[config.mk]
export PLATFORM = sky130hd
export DESIGN_NAME = wishbone_timer_slave
export DESIGN_NICKNAME = d
export VERILOG_FILES = /design/src/rtl/wishbone_timer_slave_pkg.sv /design/src/rtl/wishbone_timer_slave_prescaler.sv /design/src/rtl/wishbone_timer_slave.sv
export SDC_FILE = /design/constraint.sdc
export NUM_CORES = 1
export LEC_CHECK = 0
export CAP_MARGIN = 40
export CORE_MARGIN = 3
export CORE_UTILIZATION = 30
export DETAILED_ROUTE_END_ITERATION = 10
export SETUP_SLACK_MARGIN = 0.5
export SLEW_MARGIN = 10
export SYNTH_ARGS = -nofsm -noshare
export SYNTH_HDL_FRONTEND = slang
export SYNTH_SLANG_ARGS = --single-unit
[constraint.sdc]
create_clock -name clk -period 3.16 [get_ports clk]
set_input_delay 0.316 -clock clk [delete_from_list [all_inputs] [get_ports clk]]
set_output_delay 0.316 -clock clk [all_outputs]
set_load 0.01 [all_outputs]
[src/rtl/wishbone_timer_slave_pkg.sv]
// Shared register map and bit positions for the Wishbone timer slave.
package wishbone_timer_slave_pkg;

  localparam int unsigned TMR_CTRL   = 0;
  localparam int unsigned TMR_PRESC  = 1;
  localparam int unsigned TMR_RELOAD = 2;
  localparam int unsigned TMR_COUNT  = 3;
  localparam int unsigned TMR_STATUS = 4;

  localparam int unsigned CTRL_EN   = 0;
  localparam int unsigned CTRL_AUTO = 1;
  localparam int unsigned CTRL_IE   = 2;

  localparam int unsigned STATUS_FLAG = 0;

  localparam int unsigned CTRL_W = 3;

  function automatic logic [7:0] ctrl_byte(input logic [CTRL_W-1:0] ctrl);
    return {{(8 - CTRL_W){1'b0}}, ctrl};
  endfunction

endpackage

[src/rtl/wishbone_timer_slave_prescaler.sv]
// Free-running prescaler: emits a one-cycle tick every (limit+1) enabled cycles.
module timer_prescaler (
  input  logic       clk,
  input  logic       reset,
  input  logic       enable,
  input  logic       restart,
  input  logic [7:0] limit,
  output logic       tick
);

  logic [7:0] pcnt;
  logic       at_limit;

  assign at_limit = (pcnt == limit);
  // A restart on a terminal cycle swallows that tick.
  assign tick     = enable & ~restart & at_limit;

  always_ff @(posedge clk or posedge reset) begin
    if (reset) begin
      pcnt <= '0;
    end else if (!enable || restart || at_limit) begin
      pcnt <= '0;
    end else begin
      pcnt <= pcnt + 8'd1;
    end
  end

endmodule

[src/rtl/wishbone_timer_slave.sv]
// Wishbone slave with an 8-bit down-counting timer, prescaler and maskable interrupt.
module wishbone_timer_slave
  import wishbone_timer_slave_pkg::*;
#(
  parameter int unsigned ADDR_W         = 3,
  parameter logic [7:0]  RESET_PRESCALE = 8'h00
) (
  input  logic              clk,
  input  logic              reset,
  input  logic [ADDR_W-1:0] dir_i,
  input  logic              we_i,
  input  logic              stb_i,
  input  logic              cyc_i,
  input  logic [7:0]        dat_i,
  output logic [7:0]        dat_o,
  output logic              ack_o,
  output logic              irq_o
);

  logic              req;
  logic              wr;
  logic              ctrl_wr;
  logic              presc_wr;
  logic              reload_wr;
  logic              status_wr;
  logic              tick;
  logic              expire;
  logic [CTRL_W-1:0] ctrl;
  logic [7:0]        presc;
  logic [7:0]        reload;
  logic [7:0]        count;
  logic              flag;
  logic [7:0]        rd_data;

  assign req    = stb_i & cyc_i & ~ack_o;
  assign wr     = req & we_i;
  assign expire = tick & (count == '0);
  assign irq_o  = flag & ctrl[CTRL_IE];

  always_comb begin
    ctrl_wr   = 1'b0;
    presc_wr  = 1'b0;
    reload_wr = 1'b0;
    status_wr = 1'b0;
    rd_data   = '0;
    case (32'(dir_i))
      TMR_CTRL: begin
        ctrl_wr = wr;
        rd_data = ctrl_byte(ctrl);
      end
      TMR_PRESC: begin
        presc_wr = wr;
        rd_data  = presc;
      end
      TMR_RELOAD: begin
        reload_wr = wr;
        rd_data   = reload;
      end
      TMR_COUNT: begin
        rd_data = count;
      end
      TMR_STATUS: begin
        status_wr             = wr;
        rd_data[STATUS_FLAG]  = flag;
      end
      default: ;
    endcase
  end

  timer_prescaler u_prescaler (
    .clk     (clk),
    .reset   (reset),
    .enable  (ctrl[CTRL_EN]),
    .restart (reload_wr),
    .limit   (presc),
    .tick    (tick)
  );

  always_ff @(posedge clk or posedge reset) begin
    if (reset) begin
      ack_o <= 1'b0;
      dat_o <= '0;
    end else begin
      ack_o <= req;
      if (req) begin
        dat_o <= rd_data;
      end
    end
  end

  always_ff @(posedge clk or posedge reset) begin
    if (reset) begin
      ctrl   <= '0;
      presc  <= RESET_PRESCALE;
      reload <= '0;
      count  <= '0;
      flag   <= 1'b0;
    end else begin
      if (ctrl_wr) begin
        ctrl <= dat_i[CTRL_W-1:0];
      end
      if (presc_wr) begin
        presc <= dat_i;
      end
      // tick is already suppressed by a RELOAD write, so the write owns COUNT.
      if (reload_wr) begin
        reload <= dat_i;
        count  <= dat_i;
      end else if (tick) begin
        if (count != '0) begin
          count <= count - 8'd1;
        end else if (ctrl[CTRL_AUTO]) begin
          count <= reload;
        end
      end
      // One-shot expiry overrides a concurrent CTRL write to EN.
      if (expire && !ctrl[CTRL_AUTO]) begin
        ctrl[CTRL_EN] <= 1'b0;
      end
      if (expire) begin
        flag <= 1'b1;
      end else if (status_wr && dat_i[STATUS_FLAG]) begin
        flag <= 1'b0;
      end
    end
  end

endmodule

==> impl_metrics.csv <==
group,metric,value,unit
status,status,"finished, final reports clean",
routing,vias,1857,
routing,route.met2.wl,2520,µm
floorplan,io_pins,26,
routing,drtIter0Drc,135,
routing,top_layer,"met4",
power_and_ir_drop,irDropWorstVdd,190,µV
clock_network,clock-root-buffer,"clkbuf_8",
clock_network,post_cts.repair.setup_buffers,0,
cells_and_area,fin_util,38.1,%
cells_and_area,final_nets,283,
power_and_ir_drop,power,1720,µW
critical_path,path_max_fanout,16,
placed_design,routabilityCongestion,0.808,
grt,grt_max_degree,34,
clock_network,cts_tree,"built",
logic_synthesis,synthCells,239,
logic_synthesis,synth_area_leaders,"dfrtp_1 47%, mux2_2 7.1%, nand2_1 4.4%",
logic_synthesis,yosysWarnings,0,
logic_synthesis,synth_enable_flop_cells,0,
sta,period_needed,2.53,ns
grt,grt_pass1_vias,1813,
cells_and_area,synthToLayoutAreaGrowth,19.4,%
power_and_ir_drop,p_leak,0.00122,µW
job,cap_violations,0,
min_path,hold_class,"in -> async",
sta,skew,0.00487,ns
logic_synthesis,synthArstFlopShare,100,%
sta,max_slew.worst_pin.slew,0.746,ns
sta,finalSetupTns,0,ns
grt,antenna_found_initial,0,
clock_network,cts_buffer_depth,2,
grt,grt_usage,13.4,%
critical_path,start_kind,"flip-flop",
placed_design,placedCellCount,356,
clock_network,numClockSinks,45,
sta,fmax,395,MHz
routing,ant_nets,0,
critical_path,path_class,"reg -> reg",
logic_synthesis,yosysSeqAreaShare,47.1,%
power_and_ir_drop,power.density,602,nW/µm²
clock_network,worstSkewPairLatency,0.29,ns
floorplan,design.die.area,9080,µm²
cells_and_area,postLayoutCellArea,2860,µm²
routing,drt-total-wl,5640,µm
routing,vias_per_cell,5.10,
floorplan,dieWidth,95.3,µm
routing,wl_met3,364,µm
sta,maxSlewHeadroom,50.3,%
clock_network,clk_pin_slew,0.09,ns
floorplan,start_util,31.9,%
cells_and_area,drive_gt1_share,14.3,%
cells_and_area,nFillCells,748,
floorplan,fp.dieH,95.3,µm
logic_synthesis,synth_flop_cell,"dfrtp_1",
logic_synthesis,syn_area,2390,µm²
floorplan,coreArea,7490,µm²
sta,setup_viol,0,
critical_path,cp.required,3.34,ns
sta,period_share,80.2,%
critical_path,worstSetupEndpointType,"flip-flop",
cells_and_area,diodes,0,
clock_network,numCtsBuffers,5,
routing,drt_first_pass_iters,4,
cells_and_area,finalNonFillerCells,364,
grt,gr-total-overflow,0,
logic_synthesis,ys_ff_latch,45,
floorplan,fp-row-count,31,
sta,hold_viol_final,0,
critical_path,arrival,2.72,ns
logic_synthesis,synth_top_area_cell,"dfrtp_1",
logic_synthesis,synth_top_cell_area_share,47.1,%
grt,grt_pass1_wl,9380,µm
placed_design,portBuffers,25,
sta,slew_viol_final,0,
routing,wl_per_cell,15.5,µm
placed_design,dpl_cell_area,2770,µm²
routing,drc,0,
logic_synthesis,synth_cell_types,46,
sta,rsz0062_at_grt,"no",
logic_synthesis,syn_nets,258,
clock_network,htree_levels,2,
logic_synthesis,syn_avg_cell_area,10.0,µm²
routing,wl_met1,2700,µm
placed_design,hpwl,4270,µm
==> through the flow <==
stage,hold slack [ns],setup slack (ns)
6_report,0.272,0.627
4_1_cts,0.282,0.559
5_1_grt,0.292,0.513
2_1_floorplan,0.421,0.919
3_5_place_dp,0.473,0.579
3_3_place_gp,0.462,0.607
==> placed cells by master (no fill, tap or decap), drive strengths merged, types with 3 or more instances in the layout <==
master,netlist,final
dfrtp,45,45
o21ai,20,20
clkdlybuf4s50,0,25
o211ai,3,3
nor4,3,3
nor2,15,15
xor2,5,5
and3,3,3
mux2,15,15
clkbuf,12,7
nor3,5,5
or3,5,5
buf,0,5
nand2,28,28
mux2i,3,3
inv,6,6
and2,4,4
nand3,7,7
or2,5,5
ha,3,3
a21oi,3,3
xnor2,11,11
a22oi,5,5
a21o,3,3
==> repair_timing <==
| action | 4_1_cts | 5_1_grt |
|---|---|---|
| resized for setup | 0 | 2 |
| hold endpoints to repair | 0 | 0 |
| setup endpoints to repair | 0 | 2 |
| hold buffers | 0 | 0 |
==> cell usage after synthesis, types with 2 or more instances <==
library cell and instances:
nor3_1 5, a22o_1 2, or3_1 5, mux4_2 2
a22oi_1 5, nor2b_1 2, nand3b_1 2, xnor2_1 11
o211ai_1 3, a311o_1 2, clkbuf_1 11, inv_1 6
or2_2 3, nor4_1 3, dfrtp_1 45, nand3_1 7
and2_1 4, nor2_1 15, a21oi_1 3, a21o_1 3
and3_1 3, ha_1 3, mux2i_1 3, or2_1 2
mux2_2 15, o21ai_0 20, nand4_1 2, a31oi_1 2
nand2_1 28, xor2_1 5, nand2b_1 2
==> final cells by class <==
| cell class | count | area [µm²] | share of cell area [%] |
|---|---|---|---|
| Sequential cell | 45 | 1130 | 39.4 |
| Inverter | 6 | 22.5 | 0.789 |
| Tap cell | 99 | 124 | 4.34 |
| Timing Repair Buffer | 30 | 300 | 10.5 |
| Clock inverter | 1 | 7.51 | 0.263 |
| Multi-Input combinational cell | 176 | 1200 | 42.0 |
| Clock buffer | 7 | 76.3 | 2.67 |
==> kinds of logic (layout without fill, tap and decap cells) <==
logic type	count (synthesis)	count (layout)	share of synthesized area (%)
AND/OR/NAND/NOR	89	89	19.1
AO/OA/AOI/OAI	48	48	13.3
flip-flops	45	45	47.1
multiplexers	20	20	10.2
buffers and inverters	18	44	2.88
XOR/XNOR	16	16	5.86
adder cells (fa/ha/maj)	3	3	1.57
==> state kept, by name, summed over array words and instances (netlist names) <==
register / cells
flag: 1
ack_o: 1
u_prescaler.pcnt: 8
dat_o: 8
count: 8
reload: 8
ctrl: 3
presc: 8
==> metal layers <==
layer,GRT usage [%],vias to the layer above
li1,-,897
met1,19.8,899
met2,20.3,55
met3,2.37,6
met4,3.25,0
met5,0,-
==> worst paths after layout <==
kind | from | to | slack (ns) | cells after the start
worst max-delay path | count[0] | count[1] | 0.63 | 7
worst min register to register | dat_o[3] | dat_o[3] | 0.48 | 2
worst min-delay path | reset | dat_o[0] | 0.27 | 2
worst max register to register | count[0] | count[1] | 0.63 | 7
min in group clk | dat_o[3] | dat_o[3] | 0.48 | 2
max in group asynchronous | reset | reload[3] | 2.42 | 3
==> critical path: stages, from the launching register on <==
cell,delay [ns]
dfrtp_1,0.46
inv_1,0.13
ha_1,0.20
or4b_4,0.48
or2_2,0.43
or3b_1,0.42
a211oi_2,0.22
nor3_1,0.08
==> report_power, final <==
part           switching [µW]  total, µW  leakage, µW  internal, µW
combinational             258        548     0.000592           289
sequential                135        820     0.000591           685
clock                     195        352    0.0000385           157
Power figures use the tool's default switching activity.
==> RTL change 1 (same settings) <==
Set the package constant `CTRL_W` to 6 (it was 3).
--- a/src/rtl/wishbone_timer_slave_pkg.sv
+++ b/src/rtl/wishbone_timer_slave_pkg.sv
@@ -13,7 +13,7 @@
 
   localparam int unsigned STATUS_FLAG = 0;
 
-  localparam int unsigned CTRL_W = 3;
+  localparam int unsigned CTRL_W = 6;
 
   function automatic logic [7:0] ctrl_byte(input logic [CTRL_W-1:0] ctrl);
     return {{(8 - CTRL_W){1'b0}}, ctrl};
Behaviour: not the same (a bounded check fails within 4 cycles, from zero or initial values and one cycle with reset high).
==> RTL change 1 against the unedited design <==
- worst setup slack improved by 0.10 ns
- cell area rose by 6.2%
- sequential power up 12%
- critical path type unchanged
- power is 11% higher
- clock skew shrank 0.0011 ns
- clock power increased by 5%
- sequential cell count increased by 3
- largest cell class unchanged
- critical path depth is 1 higher
- synthesized area is 7.0% higher
- routed wire length is 3.4% higher
- hold slack better by 0.073 ns
- via count up 0.92%
- core utilization decreased by 1.4 points
==> RTL change 1: results (changes against the unedited design) <==
| Metric | Value |
|---|---|
| Worst Path Max Fanout | `8 (-8)` |
| Ys async rst share | `1.000 (unchanged)` |
| Largest net degree at the start of global routing | `29 (-15%)` |
| Arrival time worst endpoint | `2.62 ns (-0.10 ns)` |
| IR drop worst, VDD | `0.1803 mV (-5.2%)` |
| CTS max path bufs | `2 (unchanged)` |
| Ys flop type | `dfrtp_1` |
| Clk Tree Root Cell | `clkbuf_8` |
| H-Tree Depth | `2 (unchanged)` |
| Clock-pin transition on the worst setup and hold timing paths | `0.08 ns` |
| Mean post-synth cell area | `10.84 um^2 (+8.3%)` |
| Final HPWL DP | `4338 um (+1.6%)` |
| Antenna violations before repair | `0 (unchanged)` |
| Filler cells | `849 (+14%)` |
| Sequential area share after synthesis | `0.4697 (-0.001290)` |
| Fin. Hold Viols | `0 (unchanged)` |
| Post-synth top cells | `dfrtp_1, nand2_1, mux2_2, nor2_1` |
| Synth warn | `0 (unchanged)` |
| Synth top area cells | `dfrtp_1, mux2_2, xor2_1` |
| CTS buffer count | `5 (unchanged)` |
| Layout cell share with drive strength beyond 1 | `0.1559 (+0.01250)` |
| Post_cts resized | `0 (unchanged)` |
| Leakage | `1.399 nW (+15%)` |
| Post-synth net total | `255 (-1.2%)` |
| First-pass GRT wire length | `9825 um (+4.7%)` |
| Via/cell ratio | `5.092 (-0.18%)` |
| Netlist cell types | `44 (-4.3%)` |
| Worst reg2reg path depth | `8 (+1)` |
| Actual slew at the worst max-slew pin | `0.6216 ns (-0.1245 ns)` |
| Setup Skew | `0.003746 ns (-0.001122 ns)` |
| Clock Latency Late Sink | `0.30 ns` |
| ANT cells | `0 (unchanged)` |
| Placement Cell Area | `2942 um^2 (+6.2%)` |
| Placed insts | `360 (+1.1%)` |
| Via Count | `1874 (+0.92%)` |
| Type of the most critical hold path | `in -> async` |
| DR pass1 iterations | `4 (unchanged)` |
| Initial DRC count | `125 (-7.4%)` |
| Vias in the first global route | `1823 (+0.55%)` |
| Status | `finished, final reports clean` |
| P_int | `1.257 mW (+11%)` |
| Placer Congestion | `0.8270 (+2.4%)` |
| Setup bufs post-CTS | `0 (unchanged)` |
| DR WL/cell | `15.86 um (+2.3%)` |
| Port bufs | `25 (unchanged)` |
| GR Util All Layers | `0.1275 (-0.006907)` |
| Maxcap violations | `0 (unchanged)` |
| # nets final | `281 (-0.71%)` |
==> RTL change 1: cell types whose count changed after synthesis, moves of 5 or more <==
cell / change
xnor2_1: -9
xor2_1: +8
a22oi_1: -5
nand3_1: +6
a22o_1: +7
o21ai_0: -14
mux2i_1: +6
==> RTL change 1: cell families after synthesis <==
group / after synthesis / share of synthesized area
adders and majority gates: 3 / 0.01468
buffers and inverters: 20 / 0.03327
muxes: 30 / 0.1512
xor gates and xnor gates: 15 / 0.05137
DFF: 48 / 0.4697
AOI/OAI and AO/OA: 36 / 0.1062
and+or+nand+nor: 84 / 0.1737
==> RTL change 1: stage by stage <==
step | hold slack (ns) | utilization | setup WS, ns
floorplan | 0.4319 | - | 1.064
global placement | 0.4738 | 0.3538 | 0.7885
detailed placement | 0.4844 | 0.3562 | 0.7260
CTS | 0.3548 | 0.3671 | 0.7569
global route | 0.3801 | 0.3671 | 0.5698
finish | 0.3447 | 0.3671 | 0.7266
==> RTL change 1: power by group through the flow <==
stage / clock, mW / combinational [mW] / sequential [mW]
detailed placement: 0 / 0.623 / 0.927
finish: 0.369 / 0.625 / 0.918
global route: 0.413 / 0.694 / 0.945
CTS: 0.391 / 0.630 / 0.915
floorplan: 0 / 0.513 / 0.849
global placement: 0 / 0.612 / 0.925
==> RTL change 1: path summary, 6_finish.rpt <==
path | end | startpoint | slack (ns)
min | ctrl[2] | reset | 0.34
min reg2reg | dat_o[0] | dat_o[0] | 0.49
min in group clk | dat_o[0] | dat_o[0] | 0.49
max | count[6] | count[0] | 0.73
max in group asynchronous | count[6] | reset | 2.31
max reg2reg | count[6] | count[0] | 0.73
==> RTL change 1: cell type report <==
cell class	count	area, um^2	area share
repair buffers	31	307.8	0.1015
clock buffers	8	90.09	0.02972
well taps	105	131.4	0.04333
inverters	8	30.03	0.009905
flip-flops and latches	48	1201	0.3962
multi-input cells	168	1271	0.4193
==> RTL change 1: critical path: stages, from the launching register on <==
cell and delay [ns]:
dfrtp_1 0.48, inv_1 0.13, ha_1 0.23, nor4b_2 0.55
nand3b_1 0.14, nand4_1 0.12, buf_4 0.15, mux2_2 0.33
a21bo_2 0.20
==> RTL change 1: metal layers <==
layer,wire [um],global-route usage
met5,0,0
met4,100,0.03887
met3,302,0.02714
met2,2621,0.1908
met1,2811,0.1851
==> RTL change 2 (config.mk and constraints unchanged) <==
Made on the original files. Register the output `irq_o`, with the module's reset; this adds one clock of latency there. The other outputs are not delayed to match.
--- a/src/rtl/wishbone_timer_slave.sv
+++ b/src/rtl/wishbone_timer_slave.sv
@@ -35,7 +35,13 @@
   assign req    = stb_i & cyc_i & ~ack_o;
   assign wr     = req & we_i;
   assign expire = tick & (count == '0);
-  assign irq_o  = flag & ctrl[CTRL_IE];
+  always_ff @(posedge clk or posedge reset) begin
+    if (reset) begin
+      irq_o <= '0;
+    end else begin
+      irq_o <= flag & ctrl[CTRL_IE];
+    end
+  end
 
   always_comb begin
     ctrl_wr   = 1'b0;
Behaviour: not the same (a bounded check fails within 4 cycles, from zero or initial values and one cycle with reset high).
==> RTL change 2 against the unedited design <==
- sequential cell count increased by 1
- core utilization decreased by 0.27 points
- non-clock buffer count increased by 1
- synthesized area increased by 2.1%
- sequential power increased by 8.7%
- worst setup slack improved by 0.26 ns
- power increased by 12%
- cell area increased by 3.5%
- routed wire length increased by 3.7%
- critical endpoint unchanged
==> RTL change 2: results (changes against the unedited design) <==
| Metric | Value |
|---|---|
| Initial DRC count | `68 (-50%)` |
| Ys flop type | `dfrtp_1` |
| Port bufs | `25 (unchanged)` |
| Clk Tree Root Cell | `clkbuf_8` |
| ANT cells | `0 (unchanged)` |
| Largest net degree at the start of global routing | `37 (+8.8%)` |
| Status | `finished, final reports clean` |
| Dpl ws | `0.8122 ns (+0.2334 ns)` |
| H-Tree Depth | `2 (unchanged)` |
| Worst Path Max Fanout | `7 (-9)` |
| Layout cell share with drive strength beyond 1 | `0.1654 (+0.02196)` |
| # nets final | `273 (-3.5%)` |
| Placer Congestion | `0.7953 (-1.5%)` |
| Netlist cell types | `45 (-2.2%)` |
| Post-synth top cells | `dfrtp_1, nand2_1, mux2_2` |
| Routed wire length | `5849 um (+3.7%)` |
| DR pass1 iterations | `4 (unchanged)` |
| Mean post-synth cell area | `10.75 um^2 (+7.5%)` |
| CTS max path bufs | `2 (unchanged)` |
| Placed insts | `349 (-2.0%)` |
| Setup bufs post-CTS | `0 (unchanged)` |
| GR Util All Layers | `0.1381 (+0.003657)` |
| CTS buffer count | `5 (unchanged)` |
| Via/cell ratio | `5.143 (+0.82%)` |
| Antenna violations before repair | `0 (unchanged)` |
| Setup Skew | `0.007116 ns (+0.002248 ns)` |
| Sequential area share after synthesis | `0.4716 (+0.0005954)` |
| Worst slew margin | `0.5458 (+0.04321)` |
| Type of the most critical hold path | `in -> async` |
| Finished Layout Cells | `356 (-2.2%)` |
| Post-synth net total | `246 (-4.7%)` |
| First-pass GRT wire length | `9770 um (+4.1%)` |
| Final HPWL DP | `4304 um (+0.78%)` |
| IR drop worst, VDD | `0.2053 mV (+7.9%)` |
| Synth top area cells | `dfrtp_1, mux2_2, xor2_1` |
| Filler cells | `804 (+7.5%)` |
| Leakage | `1.321 nW (+8.1%)` |
| Vias in the first global route | `1882 (+3.8%)` |
| Ys async rst share | `1.000 (unchanged)` |
| Arrival time worst endpoint | `2.51 ns (-0.21 ns)` |
## RTL change 2: cell types whose count changed after synthesis, moves of 3 or more
cell	before	now
o21ai_0	20	9
xor2_1	5	12
or3_1	5	0
nand2_1	28	23
nor4_1	3	0
a21oi_1	3	8
clkbuf_1	11	6
buf_2	0	5
xnor2_1	11	5
or4_1	0	3
nor4_4	0	3
## RTL change 2: cell type report
cell class | count | area, um^2 | area share
Clock buffer | 6 | 82.58 | 0.02793
Multi-Input combinational cell | 166 | 1242 | 0.4202
Inverter | 4 | 15.01 | 0.005078
Sequential cell | 46 | 1151 | 0.3893
Tap cell | 102 | 127.6 | 0.04317
Clock inverter | 1 | 30.03 | 0.01016
Timing Repair Buffer | 31 | 307.8 | 0.1041
## RTL change 2: per-layer routing
metal  wire length [um]  vias to the layer above  track usage
li1                   -                      876            -
met1               2751                      910       0.1884
met2               2719                       37       0.2116
met3                274                        8      0.03362
met4                104                        0      0.04976
met5                  0                        -            0
## RTL change 2: worst max-delay path, cell delays in order, from the launching register on
cell and delay, ns:
dfrtp_1 0.46, inv_1 0.12, ha_1 0.20, nor3b_2 0.40, nand2_1 0.28, nor2_1 0.31, or2_1 0.26, a311o_1 0.19
## RTL change 2: cell families after synthesis
group,share of synthesized area
buf+inv,0.02562
mux,0.1092
compound gates,0.1333
fa+ha+maj,0.01538
simple gates,0.1840
flops,0.4716
xor+xnor,0.06099
## RTL change 2: through the flow
step | area [um^2] | utilization
after floorplan | 2441 | -
after global placement | 2824 | 0.3617
after detailed placement | 2844 | 0.3643
after CTS | 2957 | 0.3787
after global routing | 2957 | 0.3787
final | 2957 | 0.3787
## RTL change 2: report_power, final
group	switching [mW]	total, mW	internal [mW]
clock	0.195	0.449	0.253
sequential	0.184	0.891	0.707
combinational	0.273	0.593	0.321
total	0.652	1.93	1.28
## RTL change 2: worst paths after layout
path | to | slack (ns) | depth (start not counted) | from
max | count[1] | 0.89 | 7 | count[0]
min | u_prescaler.pcnt[3] | 0.27 | 2 | reset
max reg2reg | count[1] | 0.89 | 7 | count[0]
min reg2reg | dat_o[5] | 0.49 | 2 | dat_o[5]
max in group asynchronous | count[6] | 2.41 | 3 | reset
min in group clk | dat_o[5] | 0.49 | 2 | dat_o[5]
